[config.mk]
export PLATFORM = sky130hd
export DESIGN_NAME = core_skew_feeder
export DESIGN_NICKNAME = d
export VERILOG_FILES = /design/src/rtl/core_skew_feeder.sv
export SDC_FILE = /design/constraint.sdc
export NUM_CORES = 2
export LEC_CHECK = 0
export ABC_AREA = 1
export BUFFER_PORTS_ARGS = -buffer_cell sky130_fd_sc_hd__buf_4
export CAP_MARGIN = 20
export CORE_ASPECT_RATIO = 0.7
export CORE_MARGIN = 4
export CORE_UTILIZATION = 60
export CTS_CLUSTER_SIZE = 24
export DETAILED_ROUTE_END_ITERATION = 7
export PLACE_DENSITY = 0.73
export SKIP_CTS_REPAIR_TIMING = 1
export SLEW_MARGIN = 20
export SYNTH_ARGS = -nofsm -noshare
export SYNTH_HDL_FRONTEND = slang
export SYNTH_SLANG_ARGS = --single-unit
[constraint.sdc]
create_clock -name clk -period 8.75 [get_ports clk]
set_input_delay 0.875 -clock clk [delete_from_list [all_inputs] [get_ports clk]]
set_output_delay 0.875 -clock clk [all_outputs]
set_load 0.05 [all_outputs]
[src/rtl/core_skew_feeder.sv]
// core_skew_feeder
//   Input staging for the systolic PE array. Buffers {activation, weight} vector
//   pairs in a FIFO, then streams a tile of len k-steps to the array edge. When
//   skew is enabled, lane i is delayed i extra cycles and zero-padded.
// Ports
//   clk, rst             rising-edge clock, synchronous active-high reset
//   in_valid/in_ready    host write handshake for a_in/w_in (one k-step pair)
//   a_in, w_in           packed lane vectors, lane i at [i*INWIDTH +: INWIDTH]
//   start, len, skew_en  tile request; len and skew_en are sampled with start
//   level, busy          FIFO occupancy, FSM not idle
//   out_valid            a_out/w_out drive the array this cycle
//   a_out, w_out         skewed lane outputs (zero when out_valid is low)
//   done, start_err      single-cycle pulses: tile finished, start rejected
module core_skew_feeder #(
  parameter int unsigned ROWS    = 8,
  parameter int unsigned COLS    = 8,
  parameter int unsigned INWIDTH = 8,
  parameter int unsigned DEPTH   = 16,
  parameter int unsigned LW      = $clog2(DEPTH + 1)
) (
  input  logic                    clk,
  input  logic                    rst,
  input  logic                    in_valid,
  output logic                    in_ready,
  input  logic [ROWS*INWIDTH-1:0] a_in,
  input  logic [COLS*INWIDTH-1:0] w_in,
  input  logic                    start,
  input  logic [LW-1:0]           len,
  input  logic                    skew_en,
  output logic [LW-1:0]           level,
  output logic                    busy,
  output logic                    out_valid,
  output logic [ROWS*INWIDTH-1:0] a_out,
  output logic [COLS*INWIDTH-1:0] w_out,
  output logic                    done,
  output logic                    start_err
);

  localparam int unsigned MAXD  = (ROWS > COLS) ? ROWS : COLS;
  localparam int unsigned AW    = $clog2(DEPTH);
  localparam int unsigned AWID  = ROWS * INWIDTH;
  localparam int unsigned WWID  = COLS * INWIDTH;
  localparam int unsigned EW    = AWID + WWID;
  localparam int unsigned FW    = (MAXD > 2) ? $clog2(MAXD) : 1;
  localparam logic [FW-1:0] FLAST = FW'((MAXD > 1) ? MAXD - 2 : 0);
  localparam bit    SKEWABLE = (MAXD > 1);

  typedef enum logic [1:0] {StIdle, StStream, StFlush} state_e;

  state_e          state_q;
  logic [LW-1:0]   k_q, len_q;
  logic [FW-1:0]   f_q;
  logic            skew_q, done_q, start_err_q, out_valid_q;

  // FIFO
  logic [EW-1:0]   mem_q [DEPTH];
  logic [AW-1:0]   wr_ptr_q, rd_ptr_q;
  logic [LW-1:0]   level_q, level_d;
  logic            in_ready_q;
  logic            push, pop;
  logic [EW-1:0]   pop_data;
  logic [AWID-1:0] pop_a;
  logic [WWID-1:0] pop_w;

  assign push     = in_valid & in_ready_q;
  // Entry into StStream guarantees level >= len, so popping never underflows.
  assign pop      = (state_q == StStream);
  assign pop_data = mem_q[rd_ptr_q];
  // Lane inputs carry zero whenever nothing is popped; this drives the flush.
  assign pop_a    = pop ? pop_data[EW-1 -: AWID] : '0;
  assign pop_w    = pop ? pop_data[WWID-1:0] : '0;

  always_comb begin
    level_d = level_q + LW'(push) - LW'(pop);
  end

  always_ff @(posedge clk) begin
    if (push) begin
      mem_q[wr_ptr_q] <= {a_in, w_in};
    end
  end

  always_ff @(posedge clk) begin
    if (rst) begin
      wr_ptr_q   <= '0;
      rd_ptr_q   <= '0;
      level_q    <= '0;
      in_ready_q <= 1'b1;
    end else begin
      wr_ptr_q   <= wr_ptr_q + AW'(push);
      rd_ptr_q   <= rd_ptr_q + AW'(pop);
      level_q    <= level_d;
      in_ready_q <= (level_d != LW'(DEPTH));
    end
  end

  // Tile control
  always_ff @(posedge clk) begin
    if (rst) begin
      state_q     <= StIdle;
      k_q         <= '0;
      f_q         <= '0;
      len_q       <= '0;
      skew_q      <= 1'b0;
      done_q      <= 1'b0;
      start_err_q <= 1'b0;
      out_valid_q <= 1'b0;
    end else begin
      done_q      <= 1'b0;
      start_err_q <= 1'b0;
      // Output registers lag the FSM by one cycle, so valid tracks the prior state.
      out_valid_q <= (state_q != StIdle);
      case (state_q)
        StIdle: begin
          if (start) begin
            if ((len != '0) && (level_q >= len)) begin
              len_q   <= len;
              skew_q  <= skew_en;
              k_q     <= '0;
              state_q <= StStream;
            end else begin
              start_err_q <= 1'b1;
            end
          end
        end
        StStream: begin
          k_q <= k_q + LW'(1);
          if (k_q == len_q - LW'(1)) begin
            f_q <= '0;
            if (skew_q && SKEWABLE) begin
              state_q <= StFlush;
            end else begin
              state_q <= StIdle;
              done_q  <= 1'b1;
            end
          end
        end
        StFlush: begin
          f_q <= f_q + FW'(1);
          if (f_q == FLAST) begin
            state_q <= StIdle;
            done_q  <= 1'b1;
          end
        end
        default: state_q <= StIdle;
      endcase
    end
  end

  // Lane delay lines: stage 0 is the output register shared by both modes.
  // Deeper stages shift only while skewing and are zero-filled otherwise, so a
  // skewed tile following an aligned one never sees stale data.
  for (genvar i = 0; i < ROWS; i++) begin : g_a_lane
    if (i == 0) begin : g_l0
      logic [INWIDTH-1:0] sr_q;
      always_ff @(posedge clk) begin
        if (rst) sr_q <= '0;
        else     sr_q <= pop_a[INWIDTH-1:0];
      end
      assign a_out[INWIDTH-1:0] = sr_q;
    end else begin : g_ln
      logic [(i+1)*INWIDTH-1:0] sr_q;
      always_ff @(posedge clk) begin
        if (rst) sr_q <= '0;
        else     sr_q <= {(skew_q ? sr_q[i*INWIDTH-1:0] : {(i*INWIDTH){1'b0}}),
                          pop_a[i*INWIDTH +: INWIDTH]};
      end
      assign a_out[i*INWIDTH +: INWIDTH] = skew_q ? sr_q[(i+1)*INWIDTH-1 -: INWIDTH]
                                                  : sr_q[INWIDTH-1:0];
    end
  end

  for (genvar i = 0; i < COLS; i++) begin : g_w_lane
    if (i == 0) begin : g_l0
      logic [INWIDTH-1:0] sr_q;
      always_ff @(posedge clk) begin
        if (rst) sr_q <= '0;
        else     sr_q <= pop_w[INWIDTH-1:0];
      end
      assign w_out[INWIDTH-1:0] = sr_q;
    end else begin : g_ln
      logic [(i+1)*INWIDTH-1:0] sr_q;
      always_ff @(posedge clk) begin
        if (rst) sr_q <= '0;
        else     sr_q <= {(skew_q ? sr_q[i*INWIDTH-1:0] : {(i*INWIDTH){1'b0}}),
                          pop_w[i*INWIDTH +: INWIDTH]};
      end
      assign w_out[i*INWIDTH +: INWIDTH] = skew_q ? sr_q[(i+1)*INWIDTH-1 -: INWIDTH]
                                                  : sr_q[INWIDTH-1:0];
    end
  end

  assign in_ready  = in_ready_q;
  assign level     = level_q;
  assign busy      = (state_q != StIdle);
  assign out_valid = out_valid_q;
  assign done      = done_q;
  assign start_err = start_err_q;

endmodule

; ---- After elaboration in Yosys (flattened, before gate mapping)
; Memory sizes are Yosys's and may differ from the RTL's. A register that Yosys moved wholly into a read port is not among the register bits.
; Index checks and enable logic that the tools add are counted.
[totals]
register_bits = 481
latch_bits = 0
ramBits = 2048
mem_bits_ro = 0
input_bits = 138
out_inout_bits = 138
elab_cells = 94
n_memories = 1
[memory_table]
columns = name, depth, width, rd, rd_clocked_by_memory_dff, wr, line
row1 = mem_q, 16, 128, 1, 1, 1, 56  ; logic [EW-1:0] mem_q [DEPTH];
[op_classes]
addsub = 7
mul = 0
div_mod_pow = 0
magnitude_cmp = 1
n_eq_ne = 9
n_shift = 0
mux = 32
bitwise = 5
n_reduce_logical = 13
[op_table]
columns = op, n
row1 = $mux 8, 14
row2 = $mux 2, 5
row3 = $mux 5, 2
row4 = $pmux 5 s2, 1
row5 = $add 4x1->4, 2
row6 = $mux 1, 6
row7 = $ne 2x2->1 const B, 3
row8 = $pmux 2 s3, 1
row9 = $pmux 3 s2, 1
row10 = $reduce_and 3->1, 2
row11 = $reduce_bool 2->1, 3
row12 = $add 5x1->5, 1
row13 = $add 5x1->5 const B, 1
row14 = $eq 5x5->1, 1
row15 = $ge 5x5->1, 1
row16 = $ne 5x5->1 const B, 1
row17 = $reduce_bool 5->1, 1
row18 = $sub 5x1->5, 1
row19 = $sub 5x1->5 const B, 1
row20 = $not 1->1, 4
row21 = $reduce_and 4->1, 1
row22 = $reduce_or 2->1, 2
row23 = $add 3x1->3 const B, 1
row24 = $eq 3x3->1 const B, 1
row25 = other kinds (10), 10

; ---- Depth between registers and ports, before layout
[depth]
word_depth = 5
ltp_mapped = 13
mapped_depth_nobuf = 13

; ---- Worst setup path before layout
; Ideal clock, no wire load.
[synth_path]
kind = input to register
startpoint = input port in_valid
endpoint = memory mem_q[0][0] in the netlist's numbering (enable)
setup_time_ns = 0.617
arrival_ns = 6.522
required_ns = 8.133
path_slack_ns = 1.611
cell_stages = 4
path_buffers = 0
path_cell_list = nand2_1 > nor2_1 > nand2_1 > nor2_1
[synth_between]
elab_chain_len = 3
[synth_rtl]
columns = element, line
row1 = "start, declared", 23  ; input logic in_valid,
row2 = $and 1x1->1, 65  ; assign push = in_valid & in_ready_q;
row3 = $mux 1, 78  ; if (push) begin
row4 = $mux 1 (implied by the code), 79  ; mem_q[wr_ptr_q] <= {a_in, w_in};
row5 = "end, declared", 56
; Every way passes these cells.

==> implementation parameters <==
Parameter                              Value

Status
  Status    finished clean

Critical path
  Crit path required time    9.54 ns
  Number of buffer and inverter stages on the critical path    3
  Category of the critical setup timing path    flop to flop
  Register-to-register path setup slack    4.28 ns
  Slowest stage cell, crit path    sky130_fd_sc_hd__dfxtp_4
  Crit path top cell by count    sky130_fd_sc_hd__buf_4
  Max incr delay on CP    0.91 ns
  Cell-by-cell trace of the critical path    buf_4 > buf_12 > buf_4 > o21ai_0 > o221ai_1 > nand3_1 > a21oi_1
  Maximum fanout along the worst path    225
  Endpoint kind of the worst setup timing path    flop
  Element type at the critical path start    flop
  Data arrival, critical path    5.26 ns
  Kind of cell adding the most delay to the critical path    buffers and inverters

Run
  Max capacitance violation total    0

Power and ir drop
  Peak supply drop    0.272 mV
  Total leakage power    0.0352 uW
  Total power per unit cell area    268 mW/mm^2
  Clk pwr share    36.0%
  Switch Pwr    7980 uW
  Portion of total power attributed to combinational logic    15.2%
  Proportion of power drawn by flip-flops and latches    48.9%
  Post-layout total power    29200 uW
  Cell Int Power    21200 uW
  Switching share of power    27.3%

Placed design
  Quantity of I/O buffers inserted on ports    275
  Worst Setup Slack post-DPL    4.45 ns
  Final GP Congestion    0.775
  Cell total after placement    9662
  HPWL after detailed placement    115 mm

Drt
  Met3 WL post-DR    22.2 mm
  Routed vias    60.5k
  First-pass detailed-route iteration total    6
  Via density per instance    5.98
  Routed length on met1    96.4 mm
  DR iter-0 viols    7635
  Overall routed net length    238 mm
  Top layer reached by signal wires    met5
  Residual antenna-violating net count after detailed routing    0
  DRC violation count after routing    0
  Detailed route wirelength on metal2    113 mm
  Routed wire per std cell    23.5 um

Die
  Initial core utilization    60.6%
  Die area    0.169 mm^2
  Total core area    0.161 mm^2
  Number of core rows    123
  Die Wd    490 um
  Number of top-level design ports    276
  Die Height    346 um

Layout
  Post-layout nets    7930
  Final core occ    67.5%
  Final cell count without fillers    10.1k
  Layout cell share with drive strength beyond 1    9.44%
  Layout overhead on the synthesized area    11.5%

Yosys
  Number of enable flip-flop cells after synthesis    2048
  Distinct cell type count of the synthesized netlist    29
  Share of synthesized cell area in and, or, nand and nor gates    7.96%
  Post-Synthesis Cells    7694
  Cell types with the largest area share after synthesis    sky130_fd_sc_hd__edfxtp_1 (63%), sky130_fd_sc_hd__dfxtp_1 (12%), sky130_fd_sc_hd__nor2_1 (6.6%), sky130_fd_sc_hd__o21ai_0 (5.7%), sky130_fd_sc_hd__o211ai_1 (2.5%)
  Portion of netlist area occupied by mux cells    0%
  Number of synthesis warnings    0
  Part of the Yosys area used for sequential elements    75.4%
  Xor/xnor cell area share of the yosys netlist    0.0538%
  Synth Cell Area    0.0977 mm^2
  Post-synthesis adder-cell area fraction    0.289%
  Dominant combinational cell family by area after synthesis    compound AO/OA/AOI/OAI gates
  Fraction of the mapped netlist area in compound gates    11.8%
  Share of async-settable or async-resettable flops after synthesis    0%
  Post-synthesis net count    7854
  Commonest cells in the netlist    sky130_fd_sc_hd__edfxtp_1 (2048), sky130_fd_sc_hd__nor2_1 (1720), sky130_fd_sc_hd__o21ai_0 (1108), sky130_fd_sc_hd__dfxtp_1 (609), sky130_fd_sc_hd__inv_1 (500)
  Per-instance average area after synthesis    12.7 um^2
  Post-synthesis cell type with the largest combined area    sky130_fd_sc_hd__edfxtp_1
  Share of the synthesized area in the top cell type    62.9%
  Most used DFF post-synth    sky130_fd_sc_hd__edfxtp_1
  Most instantiated library cell after synthesis    sky130_fd_sc_hd__edfxtp_1
  Number of synthesized register bits    2657

Timing
  Setup Skew    0.0310 ns
  Endpoints failing hold    0
  Final cycle utilization of the critical path    51.1%
  Final setup violation count    0
  Fmax    0.224 GHz
  Fin. max-slew vios    0
  Final critical-path required period    4.47 ns
  Setup ws final    4.28 ns
  Normalized max-slew margin    22.5%
  Sum Neg Setup Slack    0 ns
  RSZ-0062 raised after global routing    no
  Tightest Pin Transition    1.16 ns

Clock network
  Cell chosen for the clock root    sky130_fd_sc_hd__clkbuf_16
  TritonCTS clock tree    built
  Clock edge transition at the registers on the reported setup and hold paths    0.07 ns
  H-Tree Level Count    4
  Clock sink count    2657
  Inserted Clock Buffers    231
  Clock latency reported for the late side of the worst-skew pair    0.86 ns
  CTS Buffer Depth    3

GRT
  Global-route wire length before repair    356 mm
  Initial antenna violation count    29
  Global route total overflow    0
  Maximum number of pins on one net before global-route repair    245
  Vias in the first global route    57.7k
  Combined global-route utilization of all metal layers    27.4%

Worst hold path
  Type of the most critical hold path    input pin to flop
final timing paths:
path	startpoint	cells after the start	end
worst max register to register	rd_ptr_q[0]	7	g_w_lane[4].g_ln.sr_q[7]
worst min-delay path	skew_en	3	skew_q
worst min register to register	g_a_lane[7].g_ln.sr_q[17]	2	g_a_lane[7].g_ln.sr_q[25]
worst max-delay path	rd_ptr_q[0]	7	g_w_lane[4].g_ln.sr_q[7]
cells in the final DEF (no fill, tap or decap), types with 2 or more instances in the layout:
| cell | n |
|---|---|
| sky130_fd_sc_hd__xnor2_1 | 4 |
| sky130_fd_sc_hd__ha_1 | 21 |
| sky130_fd_sc_hd__nand2_4 | 2 |
| sky130_fd_sc_hd__nor3_1 | 3 |
| sky130_fd_sc_hd__o22ai_1 | 126 |
| sky130_fd_sc_hd__o221ai_1 | 190 |
| sky130_fd_sc_hd__clkbuf_16 | 242 |
| sky130_fd_sc_hd__buf_4 | 344 |
| sky130_fd_sc_hd__clkbuf_2 | 7 |
| sky130_fd_sc_hd__clkinvlp_4 | 10 |
| sky130_fd_sc_hd__clkinv_2 | 43 |
| sky130_fd_sc_hd__clkinv_8 | 2 |
| sky130_fd_sc_hd__inv_1 | 499 |
| sky130_fd_sc_hd__nor2_4 | 16 |
| sky130_fd_sc_hd__nand4_1 | 3 |
| sky130_fd_sc_hd__clkbuf_1 | 46 |
| sky130_fd_sc_hd__dfxtp_4 | 5 |
| sky130_fd_sc_hd__o21ai_1 | 68 |
| sky130_fd_sc_hd__clkbuf_8 | 29 |
| sky130_fd_sc_hd__nand2_1 | 175 |
| sky130_fd_sc_hd__dfxtp_1 | 604 |
| sky130_fd_sc_hd__a21oi_1 | 147 |
| sky130_fd_sc_hd__diode_2 | 21 |
| sky130_fd_sc_hd__inv_6 | 5 |
| sky130_fd_sc_hd__a211oi_1 | 2 |
| sky130_fd_sc_hd__inv_16 | 2 |
| sky130_fd_sc_hd__nor2_1 | 1704 |
| sky130_fd_sc_hd__nand3_1 | 123 |
| sky130_fd_sc_hd__edfxtp_1 | 2048 |
| sky130_fd_sc_hd__bufinv_16 | 25 |
| sky130_fd_sc_hd__clkinv_1 | 29 |
| sky130_fd_sc_hd__o21ai_0 | 1108 |
| sky130_fd_sc_hd__o211ai_1 | 322 |
| sky130_fd_sc_hd__xor2_1 | 2 |
| sky130_fd_sc_hd__buf_12 | 15 |
flip-flops by register name, summed over array words and instances (netlist names):
register / flops
len_q: 5
g_a_lane.g_l0.sr_q: 8
wr_ptr_q: 4
f_q: 3
in_ready: 1
g_w_lane.g_ln.sr_q: 280
g_a_lane.g_ln.sr_q: 280
k_q: 5
mem_q: 2048
start_err: 1
out_valid: 1
skew_q: 1
done: 1
level: 5
state_q: 2
g_w_lane.g_l0.sr_q: 8
rd_ptr_q: 4
metrics by stage:
| stage | hold slack [ns] | cell area [um^2] |
|---|---|---|
| after floorplan | 0.394 | 97700 |
| after global placement | 0.393 | 101000 |
| after detailed placement | 0.397 | 101000 |
| after CTS | 0.210 | 109000 |
| after global routing | 0.271 | 109000 |
| final | 0.267 | 109000 |
power groups by stage:
stage | Combinational (uW) | Sequential [uW] | Clock (uW)
finish | 4440 | 14300 | 10500
global route | 4860 | 14300 | 11200
CTS | 4410 | 14300 | 10600
detailed placement | 4380 | 14600 | 0
global placement | 4260 | 14500 | 0
floorplan | 3220 | 14600 | 0
layout make-up:
| class | instances | area [um^2] |
|---|---|---|
| diodes | 21 | 52.6 |
| clock buffers | 324 | 6660 |
| clock inverters | 117 | 1280 |
| fillers | 11100 | 52400 |
| inverters | 503 | 1920 |
| multi-input cells | 4018 | 19800 |
| flip-flops and latches | 2657 | 73700 |
| well taps | 2125 | 2660 |
| repair buffers | 359 | 2880 |
worst register-to-register path, stage by stage (launching register included):
cell and delay [ns]:
sky130_fd_sc_hd__dfxtp_4 0.91, sky130_fd_sc_hd__buf_4 0.85, sky130_fd_sc_hd__buf_12 0.78, sky130_fd_sc_hd__buf_4 1.03, sky130_fd_sc_hd__o21ai_0 0.27, sky130_fd_sc_hd__o221ai_1 0.28
sky130_fd_sc_hd__nand3_1 0.12, sky130_fd_sc_hd__a21oi_1 0.17
cells by family after synthesis:
kind of cell    Yosys count
buf+inv                1019
flops                  2657
xor+xnor                  6
compound gates         1963
simple gates           2027
fa+ha+maj                22
per-layer routing:
metal / track usage [%] / up-vias
met3: 4.89 / 415
met4: 7.95 / 10
li1: - / 27600
met1: 38.9 / 29500
met5: 0 / -
met2: 44.0 / 3055
No activity file was read; power rests on OpenSTA's default activity.
